[src/rtl/cmd_fifo_sequencer.sv]
// Command sequencer: loads RX bytes into a FIFO, dumps them to TX, clears it.
// Ports: cmd_vld/cmd/len command strobe; rx_vld/rx_data byte input;
//        tx_vld/tx_data/tx_rdy FWFT output stream; done_ack releases DONE;
//        busy/done/err/fifo_cnt status. Macro CMD_FIFO_SEQUENCER_TIMEOUT_EN
//        adds an RX inter-byte timeout in LOAD (err[2]).
module cmd_fifo_sequencer #(
    parameter int DATA_W      = 8,
    parameter int DEPTH       = 16,
    parameter int CNT_W       = 16,
    parameter int TIMEOUT_CYC = 50000
) (
    input  logic                     clk,
    input  logic                     rst_n,
    input  logic                     cmd_vld,
    input  logic [7:0]               cmd,
    input  logic [CNT_W-1:0]         len,
    input  logic                     rx_vld,
    input  logic [DATA_W-1:0]        rx_data,
    output logic                     tx_vld,
    output logic [DATA_W-1:0]        tx_data,
    input  logic                     tx_rdy,
    input  logic                     done_ack,
    output logic                     busy,
    output logic                     done,
    output logic [2:0]               err,
    output logic [$clog2(DEPTH):0]   fifo_cnt
);

    localparam int AW = $clog2(DEPTH);

    if ((DEPTH < 2) || ((1 << AW) != DEPTH) || (TIMEOUT_CYC < 1)) begin : g_bad_param
        $error("cmd_fifo_sequencer: bad DEPTH or TIMEOUT_CYC");
    end

    typedef enum logic [1:0] {IDLE, LOAD, SEND, DONE} state_e;

    state_e            state_q, state_d;
    logic [AW-1:0]     wr_ptr_q, wr_ptr_d;
    logic [AW-1:0]     rd_ptr_q, rd_ptr_d;
    logic [AW:0]       cnt_q, cnt_d;
    logic [CNT_W-1:0]  len_cnt_q, len_cnt_d;
    logic              echo_q, echo_d;
    logic [1:0]        err_q, err_d;
    logic              push, pop;
    logic              fifo_empty, fifo_full;
    logic [DATA_W-1:0] mem_q [DEPTH];

`ifdef CMD_FIFO_SEQUENCER_TIMEOUT_EN
    localparam int TW = $clog2(TIMEOUT_CYC + 1);
    logic [TW-1:0] tmr_q, tmr_d;
    logic          to_q, to_d;
`endif

    assign fifo_empty = (cnt_q == '0);
    assign fifo_full  = (cnt_q == (AW+1)'(DEPTH));

    always_comb begin
        state_d   = state_q;
        wr_ptr_d  = wr_ptr_q;
        rd_ptr_d  = rd_ptr_q;
        cnt_d     = cnt_q;
        len_cnt_d = len_cnt_q;
        echo_d    = echo_q;
        err_d     = err_q;
        push      = 1'b0;
        pop       = 1'b0;
`ifdef CMD_FIFO_SEQUENCER_TIMEOUT_EN
        tmr_d     = tmr_q;
        to_d      = to_q;
`endif
        unique case (state_q)
            IDLE: begin
                if (cmd_vld) begin
                    err_d = '0;
`ifdef CMD_FIFO_SEQUENCER_TIMEOUT_EN
                    to_d  = 1'b0;
                    tmr_d = '0;
`endif
                    case (cmd)
                        8'h01, 8'h06: begin
                            len_cnt_d = len;
                            echo_d    = (cmd == 8'h01);
                            state_d   = LOAD;
                        end
                        8'h05: state_d = SEND;
                        8'h07: begin
                            wr_ptr_d = '0;
                            rd_ptr_d = '0;
                            cnt_d    = '0;
                            state_d  = DONE;
                        end
                        default: begin
                            err_d[1] = 1'b1;
                            state_d  = DONE;
                        end
                    endcase
                end
            end
            LOAD: begin
                if (len_cnt_q == '0) begin
                    state_d = echo_q ? SEND : DONE;
                end else if (rx_vld) begin
                    // Dropped bytes still consume length so LOAD terminates.
                    len_cnt_d = len_cnt_q - CNT_W'(1);
`ifdef CMD_FIFO_SEQUENCER_TIMEOUT_EN
                    tmr_d = '0;
`endif
                    if (!fifo_full) push = 1'b1;
                    else            err_d[0] = 1'b1;
                end
`ifdef CMD_FIFO_SEQUENCER_TIMEOUT_EN
                else if (tmr_q == TW'(TIMEOUT_CYC - 1)) begin
                    to_d    = 1'b1;
                    state_d = DONE;
                end else begin
                    tmr_d = tmr_q + TW'(1);
                end
`endif
            end
            SEND: begin
                if (fifo_empty)  state_d = DONE;
                else if (tx_rdy) pop = 1'b1;
            end
            DONE: begin
                if (done_ack) state_d = IDLE;
            end
        endcase

        // push and pop live in disjoint states, never both in one cycle
        if (push) begin
            wr_ptr_d = wr_ptr_q + AW'(1);
            cnt_d    = cnt_q + (AW+1)'(1);
        end
        if (pop) begin
            rd_ptr_d = rd_ptr_q + AW'(1);
            cnt_d    = cnt_q - (AW+1)'(1);
        end
    end

    always_ff @(posedge clk or negedge rst_n) begin
        if (!rst_n) begin
            state_q   <= IDLE;
            wr_ptr_q  <= '0;
            rd_ptr_q  <= '0;
            cnt_q     <= '0;
            len_cnt_q <= '0;
            echo_q    <= 1'b0;
            err_q     <= '0;
        end else begin
            state_q   <= state_d;
            wr_ptr_q  <= wr_ptr_d;
            rd_ptr_q  <= rd_ptr_d;
            cnt_q     <= cnt_d;
            len_cnt_q <= len_cnt_d;
            echo_q    <= echo_d;
            err_q     <= err_d;
        end
    end

`ifdef CMD_FIFO_SEQUENCER_TIMEOUT_EN
    always_ff @(posedge clk or negedge rst_n) begin
        if (!rst_n) begin
            tmr_q <= '0;
            to_q  <= 1'b0;
        end else begin
            tmr_q <= tmr_d;
            to_q  <= to_d;
        end
    end
    assign err = {to_q, err_q};
`else
    assign err = {1'b0, err_q};
`endif

    // Storage needs no reset; push is low whenever state is held in reset.
    always_ff @(posedge clk) begin
        if (push) mem_q[wr_ptr_q] <= rx_data;
    end

    assign tx_vld   = (state_q == SEND) && !fifo_empty;
    assign tx_data  = mem_q[rd_ptr_q];
    assign busy     = (state_q != IDLE);
    assign done     = (state_q == DONE);
    assign fifo_cnt = cnt_q;

endmodule

[config.mk]
export PLATFORM = sky130hd
export DESIGN_NAME = cmd_fifo_sequencer
export DESIGN_NICKNAME = d
export VERILOG_FILES = /design/src/rtl/cmd_fifo_sequencer.sv
export SDC_FILE = /design/constraint.sdc
export NUM_CORES = 1
export LEC_CHECK = 0
export ABC_AREA = 1
export BUFFER_PORTS_ARGS = -buffer_cell sky130_fd_sc_hd__buf_2
export CAP_MARGIN = 20
export CORE_UTILIZATION = 45
export DETAILED_ROUTE_END_ITERATION = 16
export PLACE_DENSITY_LB_ADDON = 0.15
export SYNTH_ARGS = -nofsm -noshare
export SYNTH_HDL_FRONTEND = slang
export SYNTH_SLANG_ARGS = --single-unit
[constraint.sdc]
create_clock -name clk -period 1.85 [get_ports clk]
set_input_delay 0.0925 -clock clk [delete_from_list [all_inputs] [get_ports clk]]
set_output_delay 0.0925 -clock clk [all_outputs]
set_load 0.01 [all_outputs]
**Word-level counts from Yosys, hierarchy flattened**

Memories as Yosys holds them, arrays and structs flattened.
Cells that the tools add are included.

- Bits in registers: 34
- Input bits: 38
- Logic and storage cells: 93
- Latch bits: 0
- Memories: 1
- RAM bits: 128
- ROM bits: 0

- $lt $le $gt $ge: 0
- Equal/unequal tests: 16
- $add $sub $neg: 5
- Reduce and logical (&&, ||, !) cells: 26
- Multiply operators: 0
- Div/mod/pow operators: 0
- Bitwise operators: 0
- Shift operators: 0
- Multiplexer cells: 37

Memory list:

| memory | words | width | read ports | clocked after memory_dff | write ports | RTL line | text |
|---|---|---|---|---|---|---|---|
| mem_q | 16 | 8 | 1 | 0 | 1 | 46 | `logic [DATA_W-1:0] mem_q [DEPTH];` |

Operators by type and width:

| kind | number |
|---|---|
| two-way mux 16 bit | 4 |
| case mux 16 bit (2 select lines) | 1 |
| two-way mux 5 bit | 5 |
| equality test 8 x 3 -> 1 bit (second input constant) | 3 |
| two-way mux 4 bit | 5 |
| zero test 16 bit | 1 |
| nonzero test 2 bit | 8 |
| subtractor 16 x 1 -> 16 bit (second input constant) | 1 |
| two-way mux 1 bit | 15 |
| inequality test 2 bit (second input constant) | 7 |
| AND reduction 3 bit | 4 |
| AND reduction 5 bit | 2 |
| nonzero test 3 bit | 3 |
| adder 4 x 1 -> 4 bit (second input constant) | 2 |
| equality test 8 x 1 -> 1 bit (second input constant) | 1 |
| two-way mux 2 bit | 4 |
| case mux 2 bit (4 select lines) | 1 |
| adder 5 x 1 -> 5 bit (second input constant) | 1 |
| equality test 5 bit (second input constant) | 1 |
| zero test 5 bit | 1 |
| subtractor 5 x 1 -> 5 bit (second input constant) | 1 |
| equality test 2 bit (second input constant) | 2 |
| case mux 2 bit (2 select lines) | 1 |
| AND reduction 4 bit | 1 |
| 9 further kinds | 9 |

**Depth between registers and ports, before layout**

- Depth in word-level cells: 7
- Mapped depth: 11
- Depth with buffers taken out: 11

**Least setup slack after synthesis**

OpenSTA, ideal clock, no wires.

- Kind: flip-flop to flip-flop
- Start point: reg cnt_q[0], in the netlist fifo_cnt[0]
- End point: mem mem_q[0][0] (enable)
- Cell stages (with the launch flop): 10
- Data arrival time: 1.681 ns
- Period minus slack after synthesis: 2.051 ns
- Slack: -0.201 ns
- Cell sequence: dfrtp_1 inv_1 ha_1 nand3_1 nand2_1 inv_2 nand3_2 inv_2 nand2_1 nor2_1

- Cells in the longest elaborated chain, start to end: 7

Ends and longest elaborated chain:

| what | RTL line | text |
|---|---|---|
| start, declared | 40 | `logic [AW:0] cnt_q, cnt_d;` |
| start signal, assigned | 153 | `cnt_q <= cnt_d;` |
| equality test 5 bit | 55 | `assign fifo_full = (cnt_q == (AW+1)'(DEPTH));` |
| two-way mux 1 bit | 108 | `if (!fifo_full) push = 1'b1;` |
| two-way mux 1 bit | 102 | `end else if (rx_vld) begin` |
| two-way mux 1 bit | 100 | `if (len_cnt_q == '0) begin` |
| two-way mux 1 bit | 71 | `unique case (state_q)` |
| two-way mux 1 bit | 177 | `if (push) mem_q[wr_ptr_q] <= rx_data;` |
| two-way mux 1 bit (not written as such) | 177 |  |
| end, declared | 46 |  |

Every way passes these cells.

**Final worst setup path**

- Start point: reg rd_ptr_q[0]
- End point: out tx_data[3]

- Cells in the longest elaborated chain, start to end: 1

Ends and longest elaborated chain:

| what | RTL line | text |
|---|---|---|
| start, declared | 39 | `logic [AW-1:0] rd_ptr_q, rd_ptr_d;` |
| start signal, assigned | 152 | `rd_ptr_q <= rd_ptr_d;` |
| memory (16 x 8 bit) | n/a |  |
| end, declared | 20 | `output logic [DATA_W-1:0] tx_data,` |

Every way passes these cells.

==> flow_summary.toml <==
[global_route]
grt_overflow = 0
grt_max_degree = 26
track_usage_pct = 24.0
antenna_found_initial = 0
grt_pass1_vias = 5830
grt_pass1_wl_mm = 31.3

[timing]
hold_violations = 1
fin_tns_setup_ps = -851
rsz0062_at_grt = "yes"
min_period_over_period_pct = 108
drv_slew = 0
fmax_mhz = 500
worst_hold_slack_ps = -11.8
setup_viol = 8
timing.final.crit_period_ps = 2000
clock_skew_ps = 9.19
fin_ws_ps = -149

[synthesis]
ys_seq_elements = 162
synth_top_area_share_pct = 50.8
synthCells = 769
yosys_warnings = 0
synth_nets = 821
yosysSeqAreaShare_pct = 62.0
syn_avg_cell_area_um2 = 9.84
yosys.cell_types.count = 36
async_flop_share_pct = 21.0
syn_area_um2 = 7570
synth_edf_count = 128
ys.flop_type = "edfxtp_1"
synthTopCellsByArea = "edfxtp_1, dfrtp_1, nand2_1"
yosysTopAreaCell = "edfxtp_1"

[layout]
final_cells = 1124
fillers = 1394
drive_gt1_share_pct = 24.4
syn_to_final_growth_pct = 29.9
final_core_util_pct = 59.5
num_antenna_cells = 0
finalNetCount = 943

[worst_setup_path]
critPathMaxFanout = 23
crit_type = "reg2out"
worstSetupEndpointType = "output port"
critPathLaunchType = "flop"
worstPathArrival_ps = 1910
required_ps = 1760

[floorplanning]
rows = 47
core-area_um2 = 16500
ios = 57
initial_core_util_pct = 45.8
dieArea_um2 = 17300
fp.dieH_um = 132
die_w_um = 132

[detailed_routing]
num_vias = 5826
routedWlPerCell_um = 17.8
first_pass_iters = 7
drt-total-wl_mm = 20.1
initialDrtViolationCount = 386
ant_nets = 0
viasPerCell = 5.18
remaining_drc_errors = 0

[placed_design]
routabilityCongestion = 0.873
dpl.hpwl_mm = 12.8
place_inst = 1054
port_buffers = 55

[cts]
tritoncts = "built"
clockBufferDepth = 2
clock-sinks = 162
root_buffer = "clkbuf_16"
path_clk_slew_ps = 60
cts.htree.levels = 4
cts_buffers = 17
clk_latency_ps = 430

[run_status]
violations = "negative hold slack, negative setup slack"
status = "finished, violations left"

[power_and_ir_drop]
p_leak_nw = 3.98
vdd_drop_max_uv = 881
power.density_nw_per_um2 = 1600
fin_total_pwr_mw = 15.8

[hold_path]
worst_hold_path_type = "in2reg"

[flow_run]
drv_cap = 0
==> timing repair <==
item                                   in CTS  in global routing
gates resized for setup                    61                 21
setup buffers                               7                  2
endpoints found under the hold margin      33                  0
pin swaps                                  12                 10
hold buffers                               22                  0
setup endpoints to repair                  40                150
cloned                                      7                  1
==> power by group <==
group	internal [mW]	switching, mW	leakage [nW]
clock	2.17	1.52	0.302
combinational	3.00	4.38	2.10
sequential	4.36	0.329	1.57
total	9.53	6.24	3.98
==> cell type report <==
cell class                      count  area (um^2)  share of cell area [%]
Sequential cell                   162         4700                    47.8
Multi-Input combinational cell    527         2850                    29.0
Timing Repair Buffer              131         1170                    11.9
Clock buffer                       17          425                    4.33
Tap cell                          220          275                    2.80
Inverter                           52          220                    2.24
Clock inverter                     15          193                    1.96
==> worst paths after layout <==
path                               from            end  slack (ps)  cells after the start
max reg2reg                  state_q[0]  len_cnt_q[15]         110                      9
min reg2reg                len_cnt_q[1]   len_cnt_q[1]         490                      2
max                         rd_ptr_q[0]     tx_data[3]        -150                      9
max in group asynchronous         rst_n    rd_ptr_q[2]        1170                      3
min in group asynchronous         rst_n   len_cnt_q[6]         150                      2
min                              cmd[3]         echo_q         -10                      4
==> critical path, cell delays in order (launching register included) <==
cell and delay [ps]:
dfrtp_2 450, clkinv_4 90, buf_12 150, nor2_2 40, nor2_1 70, o21ai_1 90
o211ai_1 140, nand4_1 200, nand2_1 100, buf_2 130
==> synth_stat cells (all sizes together), types with 2 or more instances <==
library cell	instances
inv	50
o211ai	8
ha	14
o21ai	60
nand3	57
clkbuf	11
o22ai	13
buf	17
nor2	93
or2	3
edfxtp	128
o31ai	3
nand2	229
xnor2	3
nand4	11
a21oi	21
dfrtp	34
clkinv	2
xor2	7
==> placed cells by master, fill, tap and decap left out, drive strengths merged <==
cell type	synthesis	layout
dfrtp	34	34
conb	1	1
clkinv	2	6
dlygate4sd3	0	21
o31ai	3	3
inv	50	57
clkbuf	11	18
buf	17	109
edfxtp	128	128
mux2i	1	1
a21oi	21	21
nand2	229	229
o211a	1	1
o21bai	1	1
nand3b	1	1
xor2	7	7
xnor2	3	3
o21ai	60	60
ha	14	14
bufinv	0	3
o211ai	8	8
o22ai	13	13
nand4	11	11
nor2	93	93
clkinvlp	0	1
or2	3	3
nand3	57	57
==> kinds of logic (layout without fill, tap and decap cells) <==
family / Yosys count / count (layout) / synth area share, %
XOR/XNOR: 10 / 10 / 1.16
AO/OA/AOI/OAI: 107 / 107 / 7.76
adder cells (fa/ha/maj): 14 / 14 / 2.32
flip-flops: 162 / 162 / 62.0
AND/OR/NAND/NOR: 394 / 394 / 22.0
multiplexers: 1 / 1 / 0.132
other: 1 / 1 / 0.0496
buffers and inverters: 80 / 215 / 4.50
==> layer usage <==
metal / up-vias / share of wire, % / global-route usage [%]
li1: 2867 / - / -
met1: 2736 / 43 / 31.3
met2: 188 / 49 / 40.2
met3: 35 / 5.1 / 3.78
met4: 0 / 2.4 / 9.43
met5: - / 0 / 0
==> registers in the layout, indices dropped and copies added (netlist names) <==
name and count:
wr_ptr_q 4, echo_q 1, mem_q 128, len_cnt_q 16, state_q 2, rd_ptr_q 4, fifo_cnt 5, err_q 2
==> metrics by stage <==
step | instance area (um^2) | worst slack (ps)
5_1_grt | 9830 | -253
2_1_floorplan | 7700 | -47.3
4_1_cts | 9720 | -158
6_report | 9830 | -149
3_3_place_gp | 8450 | 39.5
3_5_place_dp | 8450 | 2.71
Note: power is estimated with default switching activity, not from simulation.
